## src/rtl/quad_encoder_tx.sv

```systemverilog
// Quadrature transmitter: turns signed step requests into Gray-coded A/B edges
// separated by a fixed dwell, so a downstream debounce + decoder accepts them.
module quad_encoder_tx #(
   parameter int unsigned DWELL = 64,
   parameter int unsigned CNT_W = 4
) (
   input  logic             clk,
   input  logic             reset,
   input  logic             step_valid,
   input  logic             step_dir,
   output logic             step_ready,
   output logic             a,
   output logic             b,
   output logic             busy,
   output logic [CNT_W-1:0] pending
);

   localparam int unsigned TMR_W = 16;

   localparam logic [CNT_W-1:0] POS_MAX      = {1'b0, {(CNT_W-1){1'b1}}};
   localparam logic [CNT_W-1:0] NEG_MAX      = ~POS_MAX + CNT_W'(1);
   localparam logic [CNT_W-1:0] PLUS_ONE     = CNT_W'(1);
   localparam logic [CNT_W-1:0] MINUS_ONE    = {CNT_W{1'b1}};
   localparam logic [TMR_W-1:0] DWELL_RELOAD = TMR_W'(DWELL - 1);

   logic [TMR_W-1:0] timer;
   logic [TMR_W-1:0] timer_next;
   logic [CNT_W-1:0] pending_next;
   logic [CNT_W-1:0] emit_delta;
   logic [CNT_W-1:0] accept_delta;
   logic             a_next;
   logic             b_next;
   logic             busy_next;
   logic             emit;
   logic             accept;

   // Refuse only the request that would push the backlog past +/-MAX.
   assign step_ready = !((step_dir && (pending == POS_MAX)) ||
                         (!step_dir && (pending == NEG_MAX)));

   // Next-state: dwell timer, Gray phase step, and pending accumulator.
   always_comb begin
      accept       = 1'b0;
      emit         = 1'b0;
      emit_delta   = '0;
      accept_delta = '0;
      a_next       = a;
      b_next       = b;
      timer_next   = timer;
      pending_next = pending;
      busy_next    = 1'b0;

      accept = step_valid && step_ready;
      emit   = (timer == '0) && (pending != '0);

      if (timer != '0) begin
         timer_next = timer - TMR_W'(1);
      end

      // The phase is {a,b} itself, so exactly one channel toggles per step.
      if (emit) begin
         timer_next = DWELL_RELOAD;
         if (!pending[CNT_W-1]) begin
            a_next     = ~b;
            b_next     = a;
            emit_delta = MINUS_ONE;
         end else begin
            a_next     = b;
            b_next     = ~a;
            emit_delta = PLUS_ONE;
         end
      end

      if (accept) begin
         accept_delta = step_dir ? PLUS_ONE : MINUS_ONE;
      end

      pending_next = pending + emit_delta + accept_delta;
      busy_next    = (pending_next != '0) || (timer_next != '0);
   end

   // State registers.
   always_ff @(posedge clk or posedge reset) begin
      if (reset) begin
         a       <= 1'b0;
         b       <= 1'b0;
         timer   <= '0;
         pending <= '0;
         busy    <= 1'b0;
      end else begin
         a       <= a_next;
         b       <= b_next;
         timer   <= timer_next;
         pending <= pending_next;
         busy    <= busy_next;
      end
   end

endmodule

```

## config.mk

```make
export PLATFORM = sky130hd
export DESIGN_NAME = quad_encoder_tx
export DESIGN_NICKNAME = d
export VERILOG_FILES = /design/src/rtl/quad_encoder_tx.sv
export SDC_FILE = /design/constraint.sdc
export NUM_CORES = 1
export LEC_CHECK = 0
export ABC_AREA = 1
export CAP_MARGIN = 25
export CORE_ASPECT_RATIO = 1.2
export CORE_UTILIZATION = 35
export CTS_CLUSTER_DIAMETER = 60
export DETAILED_ROUTE_END_ITERATION = 6
export GPL_TIMING_DRIVEN = 0
export SLEW_MARGIN = 20
export SYNTH_ARGS = -nofsm -noshare
export SYNTH_HDL_FRONTEND = slang
export SYNTH_SLANG_ARGS = --single-unit
```

## constraint.sdc

```tcl
create_clock -name clk -period 4.65 [get_ports clk]
set_input_delay 0.93 -clock clk [delete_from_list [all_inputs] [get_ports clk]]
set_output_delay 0.93 -clock clk [all_outputs]
set_load 0.05 [all_outputs]
```

==> results of run 1 <==
## per-stage QoR
step / power (mW) / cells
after floorplan: 0.4307 / 217
final: 0.6221 / 289
after CTS: 0.6291 / 288
after global routing: 0.6707 / 289
after global placement: 0.4981 / 284
after detailed placement: 0.4980 / 284
## cell type report
type	instances	area, µm²
clock inverters	1	5.005
well taps	56	70.07
flip-flops and latches	23	575.6
plain buffers	1	11.26
multi-input cells	159	889.6
fillers	448	2481
repair buffers	12	125.1
clock buffers	3	41.29
inverters	34	127.6
## state kept, by name, summed over array words and instances, names as in the netlist
signal and cells:
busy 1, timer 16, pending 4, a 1
b 1
## tightest hold or removal path, stage by stage, from the launching register on
cell,delay (ps)
dfrtp_1,390
nand2_1,60
o21ai_0,70
## cell usage after synthesis
master	instances
nand2_1	59
nor2_1	34
inv_1	33
dfrtp_1	23
nor2_2	10
nand3_1	7
o21ai_0	7
nand2_2	5
a21boi_0	4
fa_1	4
nor2_4	4
nand2_4	3
nand3b_1	3
o21ai_2	3
ha_1	2
o21ai_1	2
xnor2_1	2
xor2_1	2
a21oi_1	1
a31oi_1	1
and2_1	1
buf_6	1
clkinv_1	1
nand3_2	1
nand3_4	1
nand3b_2	1
nand4_1	1
or2_2	1
## how the worst max path moves through the flow
stage | end | slack, ps | cells past startpoint | start
after floorplan | busy$_DFF_PP0_ | 1160 | 15 | step_dir
after global placement | busy$_DFF_PP0_ | 990 | 15 | step_dir
after detailed placement | busy$_DFF_PP0_ | 990 | 15 | step_dir
after CTS | busy$_DFF_PP0_ | 1150 | 17 | timer[0]$_DFF_PP0_
after global routing | busy$_DFF_PP0_ | 790 | 17 | timer[0]$_DFF_PP0_
final | busy$_DFF_PP0_ | 1200 | 17 | timer[0]$_DFF_PP0_
## power groups by stage
stage | logic [mW] | clock network (mW) | registers [mW]
floorplan | 0.122 | 0 | 0.308
global placement | 0.248 | 0 | 0.250
detailed placement | 0.249 | 0 | 0.249
CTS | 0.251 | 0.133 | 0.246
global route | 0.280 | 0.141 | 0.250
finish | 0.249 | 0.128 | 0.245
## layer usage
layer | part of all wire, % | vias to the layer above | track usage (%) | routed length, µm
met3 | 2.0 | 5 | 1.347 | 64
met2 | 50 | 14 | 24.89 | 1554
met1 | 46 | 558 | 18.27 | 1438
li1 | - | 692 | - | -
met5 | 0 | - | 0 | 0
met4 | 2.1 | 0 | 6.818 | 66
## kinds of logic after synthesis
kind of cell	after synthesis
AOI/OAI and AO/OA	18
xor gates and xnor gates	4
adders and majority gates	6
buffers and inverters	35
DFF	23
and+or+nand+nor	131
==> out/qor.csv, run 1 <==
stage;metric;value;unit
layout;area_delta_synth_final;15.05;%
drt;routed_wirelength;3123;µm
placement;post_place_setup_slack;994.7;ps
critical_path;slowest_stage;fa_1;
drt;initialDrtViolationCount;52;
power;seqPwrFrac;39.4;%
logic_synthesis;synth_largest_area_cell;dfrtp_1;
logic_synthesis;synth_seq_cells;23;
floorplan;row_count;26;
sta;timing.final.crit_period;3454;ps
critical_path;worst_path_dominant_cell_family;adder cells;
drt;detail_route.wl_per_cell;10.81;µm
critical_path;worst-setup-path-type;reg -> reg;
sta;setup-violations-final;0;
critical_path;cpMostUsedCell;nor2_1;
clocking;clock_insertion_delay_at_the_later_pin_of_the_skew_report;270;ps
placement;post_place_cell_area;0.001784;mm²
placement;detailed_place_hpwl;2466;µm
logic_synthesis;synth_compound_area_share;7.020;%
sta;setup_total_negative_slack;0;ps
power;static-leakage-power;1.011;nW
layout;finish.instance_area;0.001846;mm²
clocking;cts_buffers;3;
clocking;cts_htree_levels;1;
logic_synthesis;yosys.area_share.xor_xnor;2.184;%
critical_path;critical_path.reg2reg.startpoint;timer[0]$_DFF_PP0_;
placement;port-buffer-count;11;
sta;hold_slack;553.1;ps
logic_synthesis;synth.lib_cells_used.distinct;28;
global_routing;grt_max_degree;24;
logic_synthesis;fraction_of_the_mapped_netlist_area_in_simple_logic_gates;39.70;%
critical_path;slowest_delay;460;ps
critical_path;crit_path_cell_trace;inv_1, ha_1, nand2_4, nor2_4, nand3_4, nor2_1, fa_1, ha_1, fa_1, xor2_1, nor2_1, nor2_1, nand2_1, nand2_1, nand2_1, nor2_1, nand3_1;
layout;most_common_cell_after_layout_fill_and_taps_aside;nand2_1;
floorplan;dieArea;0.004859;mm²
sta;drv_slew;0;
layout;final_layout_size_suffix_gt1_share;15.02;%
layout;post-route-util;42.65;%
drt;detail_route.first_pass.iterations;4;
logic_synthesis;synth_top_family_by_area;simple AND/OR/NAND/NOR gates;
power;share_clk_of_total_power;20.6;%
sta;unrepaired_setup_endpoints_after_global_routing;no;
power;combinationalPowerShare;40.0;%
drt;post_route_drc_violation_count;0;
critical_path;maximum_net_fanout_on_the_critical_path;7;
clocking;cts-root-to-sink-buffers;2;
layout;layout.cells.most_common_list;nand2_1, nor2_1, inv_1, dfrtp_1, clkdlybuf4s50_1;
clocking;cts.repair.resized;0;
logic_synthesis;seq_area_frac_synth;35.88;%
worst_hold_path;min-delay-path-class;reg -> reg;
worst_hold_path;holdPathEnd;a$_DFFE_PP0N_;
logic_synthesis;synth_area_leaders;dfrtp_1, nand2_1, nor2_1;
drt;dr_total_vias;1269;
power;power-per-cell-area;337.1;mW/mm²
critical_path;endpoint_arrival_time_on_the_critical_path;3610;ps
critical_path;setup.worst_path.end_class;flop;
critical_path;setup.worst_path.start_class;flop;
clocking;numClockSinks;23;
critical_path;reg2regPathDepth;17;
drt;antenna_left;0;
critical_path;crit-reg2reg-capture;busy$_DFF_PP0_;
logic_synthesis;netlist_area_before_placement;0.001604;mm²
power;cell_internal_pwr;0.3687;mW
clocking;path_clk_slew;80;ps
sta;worst_pin_slew;495.1;ps
sta;fmax;289.5;MHz
logic_synthesis;synth_top_area_share;35.88;%
power;share_of_total_power_consumed_by_net_switching;40.74;%
power;power.net_switching;0.2534;mW
clocking;post-cts-setup-buffer-count;0;
sta;fin_worst_skew;2.340;ps
worst_hold_path;min_from;a$_DFFE_PP0N_;
power;vdd_drop_max;0.2617;mV
logic_synthesis;synthMuxAreaShare;0;%
floorplan;initial_core_util;37.07;%
logic_synthesis;synth-adder-area-share;6.552;%
worst_hold_path;hold_path_depth;2;
logic_synthesis;postSynthNetCount;227;
placement;routabilityCongestion;0.8144;
critical_path;worst-endpoint-required;4810;ps
sta;slew_headroom;66.89;%
drt;avgViaCountPerCell;4.391;
global_routing;vias_in_the_first_global_route;1243;
logic_synthesis;yosysWarningCount;0;
layout;layout.nets;244;
floorplan;placeableCoreArea;0.004327;mm²
run;drv.max_cap_violation_count;0;
logic_synthesis;syn_avg_cell_area;7.392;µm²
sta;final-hold-violation-count;0;
sta;fin_ws;1196;ps
clocking;ctsHoldBuffers;0;
clocking;tritoncts;built;
floorplan;die_height;76.16;µm
run_status;run_status;completed;
layout;antenna_cells;0;
floorplan;die_x;63.80;µm
global_routing;gr-total-overflow;0;
clocking;cell_at_the_root_of_the_clock_tree;clkbuf_8;
floorplan;io_pins;12;
critical_path;regToRegSetupSlack;1200;ps
global_routing;grt_util_all_layers;14.60;%
logic_synthesis;syn-instance-count;217;
sta;layout_worst_path_cycle_share;74.28;%
global_routing;antenna_found_initial;0;
global_routing;grt_first_pass_wirelength;5478;µm
critical_path;cp_num_buf_inv;1;
No activity file was read; power rests on OpenSTA's default activity.
==> run 2, diff against run 1 <==
Clock period 4.65 ns to 2.9 ns, I/O delays scaled along.
==> out/qor.csv, run 2 (synthesis gave the netlist of run 1 again) <==
stage;metric;value;unit;change
run_status;run_status;completed;;unchanged
layout;antenna_cells;0;;unchanged
sta;drv_slew;0;;unchanged
layout;most_common_cell_after_layout_fill_and_taps_aside;nand2_1;;unchanged
layout;area_delta_synth_final;27.93;%;was 15.05%
sta;timing.final.crit_period;2844;ps;was 3454 ps
layout;fin_cells;307;;was 289
floorplan;placeableCoreArea;0.004327;mm²;unchanged
layout;top_regs;timer x16, pending x4;;unchanged
clocking;clock_insertion_delay_at_the_later_pin_of_the_skew_report;270;ps;about the same
critical_path;worst-endpoint-required;3060;ps;was 4810 ps
critical_path;maximum_net_fanout_on_the_critical_path;4;;was 7
sta;fin_worst_skew;4.509;ps;was 2.340 ps
critical_path;crit-reg2reg-capture;busy$_DFF_PP0_;;unchanged
critical_path;setup.worst_path.end_class;flop;;unchanged
placement;place_inst;284;;unchanged
critical_path;worst-setup-path-type;reg -> reg;;unchanged
floorplan;die_x;63.80;µm;unchanged
global_routing;antenna_found_initial;0;;unchanged
layout;layout.cells.most_common_list;nand2_1, nor2_1, inv_1, dfrtp_1, buf_4;;was nand2_1, nor2_1, inv_1, dfrtp_1, clkdlybuf4s50_1
critical_path;cpMostUsedCell;nand2_1;;was nor2_1
drt;routed_wirelength;3538;µm;was 3123 µm
clocking;numClockSinks;23;;unchanged
sta;setup-violations-final;0;;unchanged
sta;slew_headroom;66.59;%;was 66.89%
drt;antenna_left;0;;unchanged
clocking;path_clk_slew;90;ps;was 80 ps
floorplan;die_height;76.16;µm;unchanged
critical_path;crit_path_cell_trace;nor2_2, nand2_2, nor2_4, nand3_4, nor2_4, buf_6, fa_1, fa_2, xor2_2, nand2_1, inv_1, nor2_1, nand2_1, nand2_2, nand2_1, nor2_1, nand3_1;;was inv_1, ha_1, nand2_4, nor2_4, nand3_4, nor2_1, fa_1, ha_1, fa_1, xor2_1, nor2_1, nor2_1, nand2_1, nand2_1, nand2_1, nor2_1, nand3_1
floorplan;row_count;26;;unchanged
placement;detailed_place_hpwl;2476;µm;was 2466 µm
critical_path;regToRegSetupSlack;60;ps;was 1200 ps
critical_path;endpoint_arrival_time_on_the_critical_path;3000;ps;was 3610 ps
global_routing;gr-total-overflow;0;;unchanged
power;static-leakage-power;1.089;nW;was 1.011 nW
clocking;cts-root-to-sink-buffers;2;;unchanged
clocking;tritoncts;built;;unchanged
floorplan;initial_core_util;37.07;%;unchanged
worst_hold_path;min-delay-path-class;reg -> reg;;unchanged
layout;layout.nets;262;;was 244
layout;registers.top_by_ff_count;timer;;unchanged
placement;post_place_cell_area;0.001829;mm²;was 0.001784 mm²
drt;avgViaCountPerCell;4.505;;was 4.391
power;vdd_drop_max;0.5796;mV;was 0.2617 mV
sta;worst_pin_slew;499.5;ps;was 495.1 ps
run;drv.max_cap_violation_count;0;;unchanged
drt;detail_route.wl_per_cell;11.52;µm;was 10.81 µm
sta;unrepaired_setup_endpoints_after_global_routing;yes;;was no
critical_path;critical_path.reg2reg.startpoint;timer[13]$_DFF_PP0_;;was timer[0]$_DFF_PP0_
layout;post-route-util;47.43;%;was 42.65%
critical_path;worst_path_dominant_cell_family;simple AND/OR/NAND/NOR gates;;was adder cells
global_routing;grt_max_degree;24;;unchanged
floorplan;io_pins;12;;unchanged
sta;hold_slack;541.6;ps;was 553.1 ps
critical_path;slowest_delay;430;ps;was 460 ps
layout;final_layout_size_suffix_gt1_share;27.89;%;was 15.02%
critical_path;reg2regPathDepth;17;;unchanged
drt;detail_route.first_pass.iterations;4;;unchanged
worst_hold_path;hold_path_depth;2;;unchanged
clocking;cts_buffers;3;;unchanged
clocking;ctsHoldBuffers;0;;unchanged
floorplan;dieArea;0.004859;mm²;unchanged
clocking;cell_at_the_root_of_the_clock_tree;clkbuf_8;;unchanged
drt;initialDrtViolationCount;41;;was 52
sta;final-hold-violation-count;0;;unchanged
global_routing;grt_util_all_layers;16.03;%;was 14.60%
sta;layout_worst_path_cycle_share;98.05;%;was 74.28%
critical_path;setup.worst_path.start_class;flop;;unchanged
critical_path;cp_num_buf_inv;2;;was 1
worst_hold_path;holdPathEnd;a$_DFFE_PP0N_;;unchanged
worst_hold_path;min_from;a$_DFFE_PP0N_;;unchanged
clocking;cts_htree_levels;1;;unchanged
sta;fmax;351.7;MHz;was 289.5 MHz
power;power-per-cell-area;512.5;mW/mm²;was 337.1 mW/mm²
layout;finish.instance_area;0.002052;mm²;was 0.001846 mm²
layout;largest_reg_flops;16;;unchanged
global_routing;grt_first_pass_wirelength;6030;µm;was 5478 µm
drt;post_route_drc_violation_count;0;;unchanged
placement;port-buffer-count;11;;unchanged
global_routing;vias_in_the_first_global_route;1352;;was 1243
drt;dr_total_vias;1383;;was 1269
placement;routabilityCongestion;0.7815;;was 0.8144
critical_path;slowest_stage;dfrtp_1;;was fa_1
## run 2: metal layers
| layer | track usage [%] | up-vias | wire length, µm |
|---|---|---|---|
| met2 | 27.66 | 33 | 1777 |
| met4 | 7.727 | 0 | 89 |
| met3 | 2.395 | 6 | 122 |
| met5 | 0 | - | 0 |
| li1 | - | 724 | - |
| met1 | 19.11 | 620 | 1548 |
## run 2: power breakdown
part | switching [mW] | internal [mW]
combinational | 0.276 | 0.159
clock | 0.111 | 0.0961
sequential | 0.0529 | 0.357
## run 2: final cells by class
type	count	area (µm²)
buffer	1	11.26
clock buffer	3	41.29
clock inverter	1	5.005
fill	423	2275
inverter	34	127.6
multi-input combinational	159	952.2
sequential	23	581.8
tap	56	70.07
timing repair buffer	30	262.8
## run 2: worst max path at each step
stage                     depth (start not counted)                 from             end
after global placement                           15             step_dir  busy$_DFF_PP0_
final                                            17  timer[13]$_DFF_PP0_  busy$_DFF_PP0_
after floorplan                                  17   timer[1]$_DFF_PP0_  busy$_DFF_PP0_
after global routing                             17  timer[14]$_DFF_PP0_  busy$_DFF_PP0_
after CTS                                        18   timer[0]$_DFF_PP0_  busy$_DFF_PP0_
after detailed placement                         15             step_dir  busy$_DFF_PP0_
## run 2: timing repair
item                       CTS  global route
setup endpoints to repair    2             2
cloned                       0             0
setup buffers               11             7
pin swaps                   12            10
resized for setup            8             3
## run 2: metrics by stage
stage / total power, mW / worst slack [ps] / setup TNS [ps]
3_3_place_gp: 0.8275 / -432.4 / -671.8
4_1_cts: 1.055 / -1.658 / -1.658
3_5_place_dp: 0.8362 / -477.8 / -761.1
5_1_grt: 1.128 / -185.5 / -185.5
6_report: 1.052 / 56.49 / 0
2_1_floorplan: 0.7164 / 17.92 / 0
## run 2: worst register-to-register path: stages, from the launching register on
cell	delay, ps
dfrtp_1	430
nor2_2	130
nand2_2	110
nor2_4	170
nand3_4	110
nor2_4	140
buf_6	110
fa_1	440
fa_2	420
xor2_2	160
nand2_1	80
inv_1	40
nor2_1	70
nand2_1	60
nand2_2	70
nand2_1	50
nor2_1	80
nand3_1	70
==> run 3, diff against run 2 <==
Settings changed: CORE_MARGIN set to 2.
==> out/qor.csv, run 3 (synthesis gave the netlist of run 1 again) <==
stage;metric;value;unit;change
global_routing;grt_util_all_layers;15.43;%;was 16.03%
floorplan;io_pins;12;;unchanged
clocking;numClockSinks;23;;unchanged
sta;unrepaired_setup_endpoints_after_global_routing;yes;;unchanged
layout;most_common_cell_after_layout_fill_and_taps_aside;nand2_1;;unchanged
critical_path;slowest_stage;dfrtp_1;;unchanged
floorplan;die_height;78.16;µm;was 76.16 µm
sta;hold_slack;559.6;ps;was 541.6 ps
drt;initialDrtViolationCount;50;;was 41
global_routing;gr-total-overflow;0;;unchanged
sta;setup-violations-final;0;;unchanged
worst_hold_path;hold_path_depth;2;;unchanged
run_status;run_status;completed;;unchanged
drt;detail_route.wl_per_cell;11.37;µm;was 11.52 µm
global_routing;antenna_found_initial;0;;unchanged
drt;antenna_left;0;;unchanged
layout;largest_reg_flops;16;;unchanged
placement;routabilityCongestion;0.7762;;was 0.7815
critical_path;critical_path.reg2reg.startpoint;timer[14]$_DFF_PP0_;;was timer[13]$_DFF_PP0_
critical_path;endpoint_arrival_time_on_the_critical_path;3010;ps;was 3000 ps
global_routing;grt_max_degree;24;;unchanged
floorplan;row_count;27;;was 26
clocking;tritoncts;built;;unchanged
clocking;cell_at_the_root_of_the_clock_tree;clkbuf_8;;unchanged
run;drv.max_cap_violation_count;0;;unchanged
worst_hold_path;holdPathEnd;a$_DFFE_PP0N_;;unchanged
sta;drv_slew;0;;unchanged
sta;timing.final.crit_period;2857;ps;was 2844 ps
sta;final-hold-violation-count;0;;unchanged
critical_path;worst_path_dominant_cell_family;simple AND/OR/NAND/NOR gates;;unchanged
power;design_power_total;1.047;mW;was 1.052 mW
clocking;path_clk_slew;90;ps;about the same
layout;finish.instance_area;0.002017;mm²;was 0.002052 mm²
layout;layout.nets;259;;was 262
drt;routed_wirelength;3478;µm;was 3538 µm
clocking;cts-root-to-sink-buffers;2;;unchanged
clocking;cts_htree_levels;1;;unchanged
layout;final_layout_size_suffix_gt1_share;27.42;%;was 27.89%
critical_path;worst-endpoint-required;3050;ps;was 3060 ps
floorplan;die_x;65.80;µm;was 63.80 µm
floorplan;initial_core_util;35.70;%;was 37.07%
global_routing;grt_first_pass_wirelength;6223;µm;was 6030 µm
critical_path;maximum_net_fanout_on_the_critical_path;3;;was 4
drt;dr_total_vias;1388;;was 1383
layout;post-route-util;44.89;%;was 47.43%
power;static-leakage-power;1.070;nW;was 1.089 nW
sta;layout_worst_path_cycle_share;98.53;%;was 98.05%
critical_path;setup.worst_path.start_class;flop;;unchanged
sta;fin_worst_skew;9.291;ps;was 4.509 ps
layout;fin_cells;306;;was 307
placement;post_place_cell_area;0.001832;mm²;was 0.001829 mm²
floorplan;dieArea;0.005143;mm²;was 0.004859 mm²
worst_hold_path;min_from;a$_DFFE_PP0N_;;unchanged
critical_path;slowest_delay;420;ps;was 430 ps
sta;worst_pin_slew;900.2;ps;was 499.5 ps
critical_path;regToRegSetupSlack;40;ps;was 60 ps
critical_path;setup.worst_path.end_class;flop;;unchanged
global_routing;vias_in_the_first_global_route;1397;;was 1352
power;power-per-cell-area;519.0;mW/mm²;was 512.5 mW/mm²
layout;top_regs;timer x16, pending x4;;unchanged
critical_path;reg2regPathDepth;17;;unchanged
critical_path;crit-reg2reg-capture;busy$_DFF_PP0_;;unchanged
sta;slew_headroom;39.92;%;was 66.59%
placement;detailed_place_hpwl;2581;µm;was 2476 µm
layout;antenna_cells;0;;unchanged
clocking;ctsHoldBuffers;0;;unchanged
worst_hold_path;min-delay-path-class;reg -> reg;;unchanged
layout;area_delta_synth_final;25.74;%;was 27.93%
clocking;clock_insertion_delay_at_the_later_pin_of_the_skew_report;260;ps;was 270 ps
clocking;cts_buffers;3;;unchanged
critical_path;cp_num_buf_inv;1;;was 2
floorplan;placeableCoreArea;0.004493;mm²;was 0.004327 mm²
critical_path;worst-setup-path-type;reg -> reg;;unchanged
critical_path;crit_path_cell_trace;nor2_2, nand2_2, nor2_4, nand3_4, nor2_4, fa_1, ha_2, fa_2, xor2_2, nand2_1, inv_1, nor2_1, nand2_1, nand2_2, nand2_1, nor2_1, nand3_1;;was nor2_2, nand2_2, nor2_4, nand3_4, nor2_4, buf_6, fa_1, fa_2, xor2_2, nand2_1, inv_1, nor2_1, nand2_1, nand2_2, nand2_1, nor2_1, nand3_1
drt;post_route_drc_violation_count;0;;unchanged
drt;detail_route.first_pass.iterations;4;;unchanged
critical_path;cpMostUsedCell;nand2_1;;unchanged
power;vdd_drop_max;0.4430;mV;was 0.5796 mV
sta;fmax;350.0;MHz;was 351.7 MHz
drt;avgViaCountPerCell;4.536;;was 4.505
placement;place_inst;286;;was 284
layout;registers.top_by_ff_count;timer;;unchanged
layout;layout.cells.most_common_list;nand2_1, nor2_1, inv_1, dfrtp_1, buf_4;;unchanged
placement;port-buffer-count;11;;unchanged
[run 3: cell count changes in the layout (fill, tap and decap cells not counted), sizes merged]
cell,previous run,this run
buf,20,17
[run 3: per-layer routing]
metal / GRT usage [%] / share of wire, % / vias up
li1: - / - / 722
met1: 18.10 / 43 / 652
met2: 29.19 / 55 / 12
met3: 1.719 / 1.7 / 2
met4: 3.750 / 0.49 / 0
met5: 0 / 0 / -
[run 3: through the flow]
step	TNS [ps]	setup WS (ps)
global placement	-687.3	-443.6
global route	-160.1	-160.1
finish	0	42.57
CTS	-41.17	-41.17
detailed placement	-771.0	-480.3
floorplan	0	17.92
[run 3: area by class of cell]
type                       count  area [µm²]
fill                         449        2476
buffer                         1       11.26
sequential                    23       580.6
multi-input combinational    159       949.7
tap                           58       72.57
timing repair buffer          27       229.0
inverter                      34       127.6
clock inverter                 1       5.005
clock buffer                   3       41.29
[run 3: tightest hold or removal path, delay by kind of cell, from the launching register on]
| family | cells | cell delay (ps) |
|---|---|---|
| DFF | 1 | 390 |
| AOI/OAI and AO/OA | 1 | 70 |
| and+or+nand+nor | 1 | 60 |
[run 3: repair_timing]
action	CTS	global route
pin swaps	10	8
resized for setup	6	4
setup buffers	7	9
endpoints found under the setup margin	2	2
[run 3: worst max-delay path by stage]
stage | startpoint | to | slack [ps] | cells after the start
2_1_floorplan | timer[1]$_DFF_PP0_ | busy$_DFF_PP0_ | 20 | 17
3_3_place_gp | step_dir | busy$_DFF_PP0_ | -440 | 15
3_5_place_dp | step_dir | busy$_DFF_PP0_ | -480 | 15
4_1_cts | timer[0]$_DFF_PP0_ | busy$_DFF_PP0_ | -40 | 18
5_1_grt | timer[14]$_DFF_PP0_ | busy$_DFF_PP0_ | -160 | 17
6_report | timer[14]$_DFF_PP0_ | busy$_DFF_PP0_ | 40 | 17
[run 3: report_power, final]
group / internal (mW) / total (mW) / leakage (nW) / switching (mW)
combinational: 0.161 / 0.439 / 0.767 / 0.277
sequential: 0.357 / 0.408 / 0.277 / 0.0511
clock: 0.0958 / 0.200 / 0.0255 / 0.104
